`src/rtl/muldiv_pkg.sv`:
```
// Shared encodings and helpers for the multi-cycle MULT/MULTU/DIV/DIVU unit.
package muldiv_pkg;

  typedef enum logic [1:0] {
    MD_MULT  = 2'b00,
    MD_MULTU = 2'b01,
    MD_DIV   = 2'b10,
    MD_DIVU  = 2'b11
  } md_op_e;

  typedef enum logic [2:0] {
    S_IDLE,
    S_PREP,
    S_ITER,
    S_FIXUP,
    S_DONE
  } md_state_e;

  localparam int MD_STEPS = 32;

  // Two's-complement negate when neg is set; used for abs() and sign fixup.
  function automatic logic [31:0] cond_neg(input logic neg, input logic [31:0] v);
    return neg ? (~v + 32'd1) : v;
  endfunction

endpackage

```
`src/rtl/muldiv_datapath.sv`:
```
// Shift-add multiply / restoring divide datapath with sign pre- and post-processing.
// The divider is compiled in only when MULDIV_DIV_EN is defined.
module muldiv_datapath
  import muldiv_pkg::*;
(
  input  logic        clk_i,
  input  logic        rst_i,
  input  logic        latch_i,
  input  logic        prep_i,
  input  logic        step_i,
  input  md_op_e      op_i,
  input  logic [31:0] data1_i,
  input  logic [31:0] data2_i,
  output logic [31:0] res_hi_o,
  output logic [31:0] res_lo_o
);

  md_op_e      op_q;
  logic [64:0] sh_q;  // {carry, acc / remainder, multiplier / quotient}
  logic [31:0] opnd_q;
  logic        neg1_q;
  logic        neg2_q;
  logic        is_signed;
  logic [32:0] add_a;
  logic [32:0] add_b;
  logic        add_cin;
  logic [33:0] add_sum;
  logic [64:0] sh_d;
  logic [63:0] prod_fix;

`ifdef MULDIV_DIV_EN
  logic        is_div;
  logic        div0_q;
  assign is_div = (op_q == MD_DIV) || (op_q == MD_DIVU);
`endif

  assign is_signed = (op_q == MD_MULT) || (op_q == MD_DIV);

  // Shared 33-bit adder: accumulate for multiply, trial-subtract for divide.
  always_comb begin
    // NOTE: every signal written here gets a default first so no path infers a latch.
    add_a   = {sh_q[64], sh_q[63:32]};
    add_b   = {1'b0, sh_q[0] ? opnd_q : 32'd0};
    add_cin = 1'b0;
`ifdef MULDIV_DIV_EN
    if (is_div) begin
      add_a   = {sh_q[63:32], sh_q[31]};
      add_b   = ~{1'b0, opnd_q};
      add_cin = 1'b1;
    end
`endif
  end

  assign add_sum = {1'b0, add_a} + {1'b0, add_b} + {33'd0, add_cin};

  // Multiply shifts {carry, acc, mq} right; divide keeps the remainder when the
  // trial subtraction does not borrow (add_sum[33] set) and shifts a quotient bit in.
  always_comb begin
    sh_d = {add_sum[33:0], sh_q[31:1]};
`ifdef MULDIV_DIV_EN
    if (is_div) begin
      sh_d = {1'b0, add_sum[33] ? add_sum[31:0] : add_a[31:0], sh_q[30:0], add_sum[33]};
    end
`endif
  end

  assign prod_fix = (is_signed && (neg1_q != neg2_q)) ? (~sh_q[63:0] + 64'd1) : sh_q[63:0];

  // A zero divisor keeps quotient all-ones and the remainder regains the dividend's sign.
  always_comb begin
    res_hi_o = prod_fix[63:32];
    res_lo_o = prod_fix[31:0];
`ifdef MULDIV_DIV_EN
    if (is_div) begin
      res_lo_o = cond_neg(is_signed && (neg1_q != neg2_q) && !div0_q, sh_q[31:0]);
      res_hi_o = cond_neg(is_signed && neg1_q, sh_q[63:32]);
    end
`endif
  end

  always_ff @(posedge clk_i or negedge rst_i) begin
    if (!rst_i) begin
      op_q   <= MD_MULT;
      sh_q   <= '0;
      opnd_q <= '0;
      neg1_q <= 1'b0;
      neg2_q <= 1'b0;
`ifdef MULDIV_DIV_EN
      div0_q <= 1'b0;
`endif
    end else if (latch_i) begin
      // NOTE: sequential state is updated with non-blocking assignments only.
      op_q   <= op_i;
      sh_q   <= {33'd0, data1_i};
      opnd_q <= data2_i;
    end else if (prep_i) begin
      neg1_q <= is_signed && sh_q[31];
      neg2_q <= is_signed && opnd_q[31];
      sh_q   <= {33'd0, cond_neg(is_signed && sh_q[31], sh_q[31:0])};
      opnd_q <= cond_neg(is_signed && opnd_q[31], opnd_q);
`ifdef MULDIV_DIV_EN
      div0_q <= (opnd_q == 32'd0);
`endif
    end else if (step_i) begin
      sh_q <= sh_d;
    end
  end

endmodule

```
`src/rtl/muldiv_ctrl.sv`:
```
// Multi-cycle MULT/MULTU/DIV/DIVU unit: FSM, iteration counter, HI/LO and stall handshake.
// Divide support is compiled in only when MULDIV_DIV_EN is defined.
module muldiv_ctrl
  import muldiv_pkg::*;
#(
  parameter int CNT_W = 6
) (
  input  logic        clk_i,
  input  logic        rst_i,
  input  logic        start_i,
  input  logic [1:0]  op_i,
  input  logic [31:0] data1_i,
  input  logic [31:0] data2_i,
  output logic        busy_o,
  output logic        done_o,
  output logic [31:0] hi_o,
  output logic [31:0] lo_o
);

  md_state_e        state_q;
  logic [CNT_W-1:0] cnt_q;
  logic             busy_q;
  logic             done_q;
  logic [31:0]      hi_q;
  logic [31:0]      lo_q;
  logic             accept;
  logic             go_prep;
  logic [31:0]      res_hi;
  logic [31:0]      res_lo;

  assign accept = start_i && ((state_q == S_IDLE) || (state_q == S_DONE));

`ifdef MULDIV_DIV_EN
  assign go_prep = accept;
`else
  // Without a divider, divides retire straight to DONE and leave HI/LO untouched.
  assign go_prep = accept && !op_i[1];
`endif

  muldiv_datapath u_datapath (
    .clk_i    (clk_i),
    .rst_i    (rst_i),
    .latch_i  (go_prep),
    .prep_i   (state_q == S_PREP),
    .step_i   (state_q == S_ITER),
    .op_i     (md_op_e'(op_i)),
    .data1_i  (data1_i),
    .data2_i  (data2_i),
    .res_hi_o (res_hi),
    .res_lo_o (res_lo)
  );

  always_ff @(posedge clk_i or negedge rst_i) begin
    if (!rst_i) begin
      state_q <= S_IDLE;
      cnt_q   <= '0;
      busy_q  <= 1'b0;
      done_q  <= 1'b0;
      hi_q    <= '0;
      lo_q    <= '0;
    end else begin
      done_q <= 1'b0;
      case (state_q)
        S_IDLE, S_DONE: begin
          if (go_prep) begin
            state_q <= S_PREP;
            busy_q  <= 1'b1;
          end else if (accept) begin
            state_q <= S_DONE;
            done_q  <= 1'b1;
          end else begin
            state_q <= S_IDLE;
          end
        end
        S_PREP: begin
          state_q <= S_ITER;
          cnt_q   <= CNT_W'(MD_STEPS);
        end
        S_ITER: begin
          cnt_q <= cnt_q - CNT_W'(1);
          if (cnt_q == CNT_W'(1)) state_q <= S_FIXUP;
        end
        S_FIXUP: begin
          hi_q    <= res_hi;
          lo_q    <= res_lo;
          busy_q  <= 1'b0;
          done_q  <= 1'b1;
          state_q <= S_DONE;
        end
        default: state_q <= S_IDLE;
      endcase
    end
  end

  assign busy_o = busy_q;
  assign done_o = done_q;
  assign hi_o   = hi_q;
  assign lo_o   = lo_q;

endmodule
```
`config.mk`:
```
export PLATFORM = sky130hd
export DESIGN_NAME = muldiv_ctrl
export DESIGN_NICKNAME = d
export VERILOG_FILES = /design/src/rtl/muldiv_pkg.sv /design/src/rtl/muldiv_datapath.sv /design/src/rtl/muldiv_ctrl.sv
export SDC_FILE = /design/constraint.sdc
export NUM_CORES = 1
export LEC_CHECK = 0
export CORE_AREA = 2 2 199 201
export CTS_BUF_LIST = sky130_fd_sc_hd__clkbuf_8
export DETAILED_ROUTE_END_ITERATION = 10
export DIE_AREA = 0 0 201 203
export PLACE_DENSITY = 0.52
export SKIP_CTS_REPAIR_TIMING = 1
export SLEW_MARGIN = 20
export SYNTH_ARGS = -nofsm -noshare
export SYNTH_HDL_FRONTEND = slang
export SYNTH_HIERARCHICAL = 1
export SYNTH_SLANG_ARGS = --single-unit
```
`constraint.sdc`:
```
create_clock -name clk_i -period 10.3 [get_ports clk_i]
set_clock_uncertainty 0.05 [all_clocks]
set_input_delay 1.545 -clock clk_i [delete_from_list [all_inputs] [get_ports clk_i]]
set_output_delay 1.545 -clock clk_i [all_outputs]
set_load 0.03 [all_outputs]
```
==> flow_summary.yaml <==
logic_synthesis:
  synth_area_per_cell_um2: 8.893
  synth_xor_area_frac: 0.09085
  yosys.area_share.simple: 0.1962
  yosys.area_share.adder: 0.04101
  synth_cell_type_count: 66
  netlist_instances: 1290
  ys_ff_latch: 175
  synthFlopType: "dfrtp_1"
  async_flop_share: 1.000
  synth_compound_area_frac: 0.1601
  muxShareOfSynthArea: 0.09379
  synth_top_family_by_area: "simple AND/OR/NAND/NOR gates"
  synth_nets: 1396
  yosys_warnings: 6
  syn_area_um2: 11470
  synth_seq_area_share: 0.3817
  synth-edff-count: 0
finish:
  finish.utilization: 0.3547
  stdcell_area_um2: 13640
  syn_to_final_growth_pct: 18.93
  fillers: 3961
  final_common_cell: "dfrtp_1"
  layout_common_cells: "dfrtp_1 (175), o21ai_0 (141), clkdlybuf4s50_1 (133)"
  layout-drive-gt1-share: 0.07940
  multi_input_area_um2: 6704
  nets: 1491
  antenna_cells: 0
  seq_area_um2: 4379
  stdcell_count: 1916
clock_network:
  cts_tree: "done"
  clock_path_buffers: 2
  numCtsBuffers: 17
  cts_root_buf: "clkbuf_8"
  clk_latency_ps: 480
  cts_htree_levels: 4
  clkTransAtPathRegs_ps: 110
  clock-sinks: 175
power_and_ir_drop:
  leakage_nw: 5.751
  power_frac_clock: 0.120
  internal_power_mw: 2.119
  switching_power_mw: 1.913
  netSwitchingFraction: 0.4745
  p_seq_frac: 0.336
  power_density_nw_per_um2: 295.6
  irDropWorstVdd_mv: 0.1066
  power.share.combinational: 0.544
critical_path:
  worst_path_dominant_cell_family: "simple AND/OR/NAND/NOR gates"
  worstReg2RegStart: "u_datapath/sh_q[0]"
  ff2ff_path_depth: 11
  crit_path_frequent_cell: "or2_1"
  crit_path_end_kind: "flip-flop"
  critical_path_class: "flip-flop to flip-flop"
  crit_chain: "inv_1, ha_1, or3b_4, or3_1, or2_1, or2_1, nor4_4, and2_1, a21oi_1, xor2_1, mux2_2"
  cpMaxStageDelayCell: "dfrtp_1"
  crit_path_start: "u_datapath/sh_q[0]"
  cp-start-kind: "flip-flop"
  arrival_ps: 4950
  cp.required_ps: 10610
  worstPathMaxFanout: 34
  r2r_setup_slack_ps: 5670
  critical_path_buf_inv_count: 1
  max_stage_delay_ps: 760
  r2r_end: "hi_o[24]"
floorplan:
  io_pins: 135
  start_util: 0.2982
  core_um2: 38470
  rows: 72
  die_h_um: 203
  die_x_um: 201
  die_area_um2: 40800
global_route:
  antenna_found_initial: 0
  busiest_layer: "met2"
  global_route.usage.met1: 0.2341
  grt.overflow.total: 0
  use_met2: 0.2570
  grt_use_total: 0.1643
  met3_usage: 0.03018
  grt_max_degree: 110
  grt_pass1_vias: 9539
  grt_pass1_wl_um: 53530
sta:
  rsz0062_at_grt: "false"
  finalCriticalPeriod_ps: 4633
  period_share: 0.4498
  max_freq_mhz: 215.8
  drv_slew: 0
  worst_pin_slew_ps: 1083
  finalSetupViolations: 0
  hold_viol: 0
  tns_ps: 0
  max_slew_margin: 0.2783
routing:
  via_per_inst: 4.976
  drtIter0Drc: 588
  drc_errors: 0
  vias: 9534
  wl_per_cell_um: 17.18
  dr.pass1.iters: 5
  totalWireLength_um: 32920
  drtAntennaViolNets: 0
worst_hold_path:
  whs_path_depth: 1
  hp-class: "flip-flop to flip-flop"
  whs_endpoint: "hi_o[3]"
  min_from: "hi_o[3]"
placed_design:
  placed_area_um2: 13260
  gp_congestion: 0.8667
  hpwl_um: 23720
  place_inst: 1884
  port_buffers: 134
run:
  drv_cap: 0
outcome:
  status: "complete, no violations"
[power by group through the flow]
stage / sequential (mW) / clock (mW) / combinational [mW]
2_1_floorplan: 1.46 / 0 / 1.39
3_3_place_gp: 1.36 / 0 / 2.19
3_5_place_dp: 1.37 / 0 / 2.20
4_1_cts: 1.36 / 0.509 / 2.21
5_1_grt: 1.41 / 0.540 / 2.44
6_report: 1.35 / 0.484 / 2.19
[kinds of logic after synthesis]
kind of cell	count (synthesis)
AOI/OAI and AO/OA	322
xor gates and xnor gates	119
adders and majority gates	37
buffers and inverters	98
DFF	175
muxes	99
and+or+nand+nor	440
[area by class of cell]
class | instances | share of cell area
Tap cell | 518 | 0.04750
Clock buffer | 17 | 0.01715
Clock inverter | 15 | 0.01064
Timing Repair Buffer | 145 | 0.1044
Inverter | 29 | 0.007978
Multi-Input combinational cell | 1017 | 0.4913
Sequential cell | 175 | 0.3210
[Yosys cell counts, types with 19 or more instances]
cell	number	area, µm²
inv_1	26	97.59
dfrtp_1	175	4379
nor3_1	22	110.1
mux2_1	27	304.0
mux2_2	41	461.7
nand2b_1	33	206.5
a21oi_1	103	515.5
mux2i_1	31	310.3
and2_1	34	212.7
ha_1	36	450.4
xor2_1	50	437.9
clkbuf_1	49	183.9
o21ai_0	141	705.7
xnor2_1	69	604.3
nand2_1	108	405.4
or3_1	19	118.9
nor2_1	120	450.4
[worst register-to-register path, cell delays in order (launching register included)]
cell and delay [ps]:
dfrtp_1 760, inv_1 370, ha_1 260, or3b_4 410
or3_1 450, or2_1 300, or2_1 450, nor4_4 540
and2_1 360, a21oi_1 130, xor2_1 180, mux2_2 260
[worst max path at each step]
stage                                     end  cells past startpoint  slack, ps
final                                hi_o[24]                     11       5670
after global routing                 hi_o[24]                     11       5320
after CTS                            hi_o[24]                     11       5580
after detailed placement  u_datapath/sh_q[60]                      8       5390
after global placement    u_datapath/sh_q[60]                      8       5490
after floorplan                      hi_o[24]                     12       6980
[per-stage QoR]
step	setup slack [ps]	hold WS, ps	total power [mW]
3_3_place_gp	5489	426.2	3.544
4_1_cts	5581	457.4	4.079
5_1_grt	5321	472.9	4.389
2_1_floorplan	6978	407.6	2.844
3_5_place_dp	5393	434.2	3.573
6_report	5667	448.7	4.033
[layer usage]
metal / vias to the layer above / routed length, µm
li1: 4714 / -
met1: 4623 / 16270
met2: 177 / 14960
met3: 20 / 1325
met4: 0 / 360
met5: - / 0
[registers in the layout, indices dropped and copies added, names as in the netlist]
register	count
u_datapath/sh_q	65
hi_o	32
lo_o	32
u_datapath/opnd_q	32
cnt_q	6
state_q	3
busy_o	1
done_o	1
u_datapath/neg1_q	1
u_datapath/neg2_q	1
u_datapath/op_q	1
Note: power is estimated with default switching activity, not from simulation.
==> edit (same flow settings) <==
Add an input register stage for `start_i`, `op_i`, `data1_i` and `data2_i`; this delays them by one clock.
--- a/src/rtl/muldiv_ctrl.sv
+++ b/src/rtl/muldiv_ctrl.sv
@@ -19,2 +19,14 @@
 
+  logic start_q;
+  logic [1:0] op_r;
+  logic [31:0] data1_q;
+  logic [31:0] data2_q;
+
+  always_ff @(posedge clk_i) begin
+    start_q <= start_i;
+    op_r    <= op_i;
+    data1_q <= data1_i;
+    data2_q <= data2_i;
+  end
+
   md_state_e        state_q;
@@ -30,3 +42,3 @@
 
-  assign accept = start_i && ((state_q == S_IDLE) || (state_q == S_DONE));
+  assign accept = start_q && ((state_q == S_IDLE) || (state_q == S_DONE));
 
@@ -36,3 +48,3 @@
   // Without a divider, divides retire straight to DONE and leave HI/LO untouched.
-  assign go_prep = accept && !op_i[1];
+  assign go_prep = accept && !op_r[1];
 `endif
@@ -45,5 +57,5 @@
     .step_i   (state_q == S_ITER),
-    .op_i     (md_op_e'(op_i)),
-    .data1_i  (data1_i),
-    .data2_i  (data2_i),
+    .op_i     (md_op_e'(op_r)),
+    .data1_i  (data1_q),
+    .data2_i  (data2_q),
     .res_hi_o (res_hi),
Check against the original RTL: not equivalent (a bounded check fails within 4 cycles, from zero or initial values and one cycle with rst_i low).
==> edit against the original RTL <==
Worst setup slack better by 160 ps. Area after synthesis grew 11%. Critical endpoint is now hi_o[26]. Highest routed layer unchanged. Critical path type unchanged. Hold slack lost 65 ps. Largest cell class unchanged. Wire length rose by 4.9%. Count of clock-buffer cells in the layout rose by 45. Sequential cell count grew 67. Final area increased by 14%. Global-route usage increased by 0.69 points. Total power grew 18%.
==> edit: results (changes against the original RTL) <==
| Metric | Value |
|---|---|
| Syn avg cell area | 9.30 um2 (was 8.89 um2) |
| Clock Latency Late Sink | 610 ps (was 480 ps) |
| Met1 Track Usage GR | 24.4% (was 23.4%) |
| Total GRT Usage | 17.1% (was 16.4%) |
| Switching portion of total power | 41.9% (was 47.4%) |
| Worst path arrival time | 4920 ps (was 4950 ps) |
| Clock Pin Slew Worst Setup and Hold Paths | 60 ps (was 110 ps) |
| Hpwl dp | 24.2 mm (was 23.7 mm) |
| Signal buf overhead | 9.04% (was 10.4%) |
| Combinational power | 2100 uW (was 2190 uW) |
| Area Growth Syn to Fin | 22.3% (was 18.9%) |
| Initial DRC Count | 452 (was 588) |
| Non-clock buffer count | 143 (was 145) |
| Status | finished clean (unchanged) |
| Area after DPL | 0.0145 mm2 (was 0.0133 mm2) |
| Slowest cell on the critical path | nor3_1 (was dfrtp_1) |
| DR WL met3 | 1.73 mm (was 1.33 mm) |
| Vias post-DR | 10200 (was 9534) |
| ClkCell Share | 6.83% (was 2.78%) |
| Placement Setup Slack | 5800 ps (was 5390 ps) |
| Synth async-reset ratio | 72.3% (was 100%) |
| Met2 WL | 14.6 mm (was 15.0 mm) |
| Layout net count | 1599 (was 1491) |
| M3 GR Usage | 3.64% (was 3.02%) |
| Register Area | 0.00572 mm2 (was 0.00438 mm2) |
| Area contributors post-synth | dfrtp_1, dfxtp_1, xnor2_1 (was dfrtp_1, o21ai_0, xnor2_1) |
| CTS H-Tree Depth | 2 (was 4) |
| Comb_multi_in | 1034 (was 1017) |
| Syn Nets | 1478 (was 1396) |
| Post-Route WL | 34.5 mm (was 32.9 mm) |
| Multi-input gate area | 0.00666 mm2 (was 0.00670 mm2) |
| VDD IR max | 0.0950 mV (was 0.107 mV) |
| Fill count | 3874 (was 3961) |
| Top cells by count, synth | dfrtp_1, nand2_1, nor2_1 (was dfrtp_1, o21ai_0, nor2_1) |
| Max incr delay on CP | 820 ps (was 760 ps) |
| GP Congestion | 0.879 (was 0.867) |
## edit: final timing paths
check	slack, ps	endpoint	depth (start not counted)	start
worst max register to register	5820	hi_o[26]	10	u_datapath/sh_q[0]
min in group asynchronous	940	hi_o[19]	1	rst_i
worst min-delay path	380	u_datapath/opnd_q[22]	2	data2_q[22]
max in group asynchronous	8000	lo_o[10]	2	rst_i
worst min register to register	380	u_datapath/opnd_q[22]	2	data2_q[22]
worst max-delay path	5820	hi_o[26]	10	u_datapath/sh_q[0]
## edit: logic make-up (layout without fill, tap and decap cells)
group                      Yosys count  in the layout  share of synthesized area [%]
AOI/OAI and AO/OA                  330            330                           15.0
xor gates and xnor gates           118            118                           8.10
adders and majority gates           37             37                           3.69
buffers and inverters               96            254                           3.17
DFF                                242            242                           44.8
muxes                               85             85                           7.33
and+or+nand+nor                    464            464                           17.9
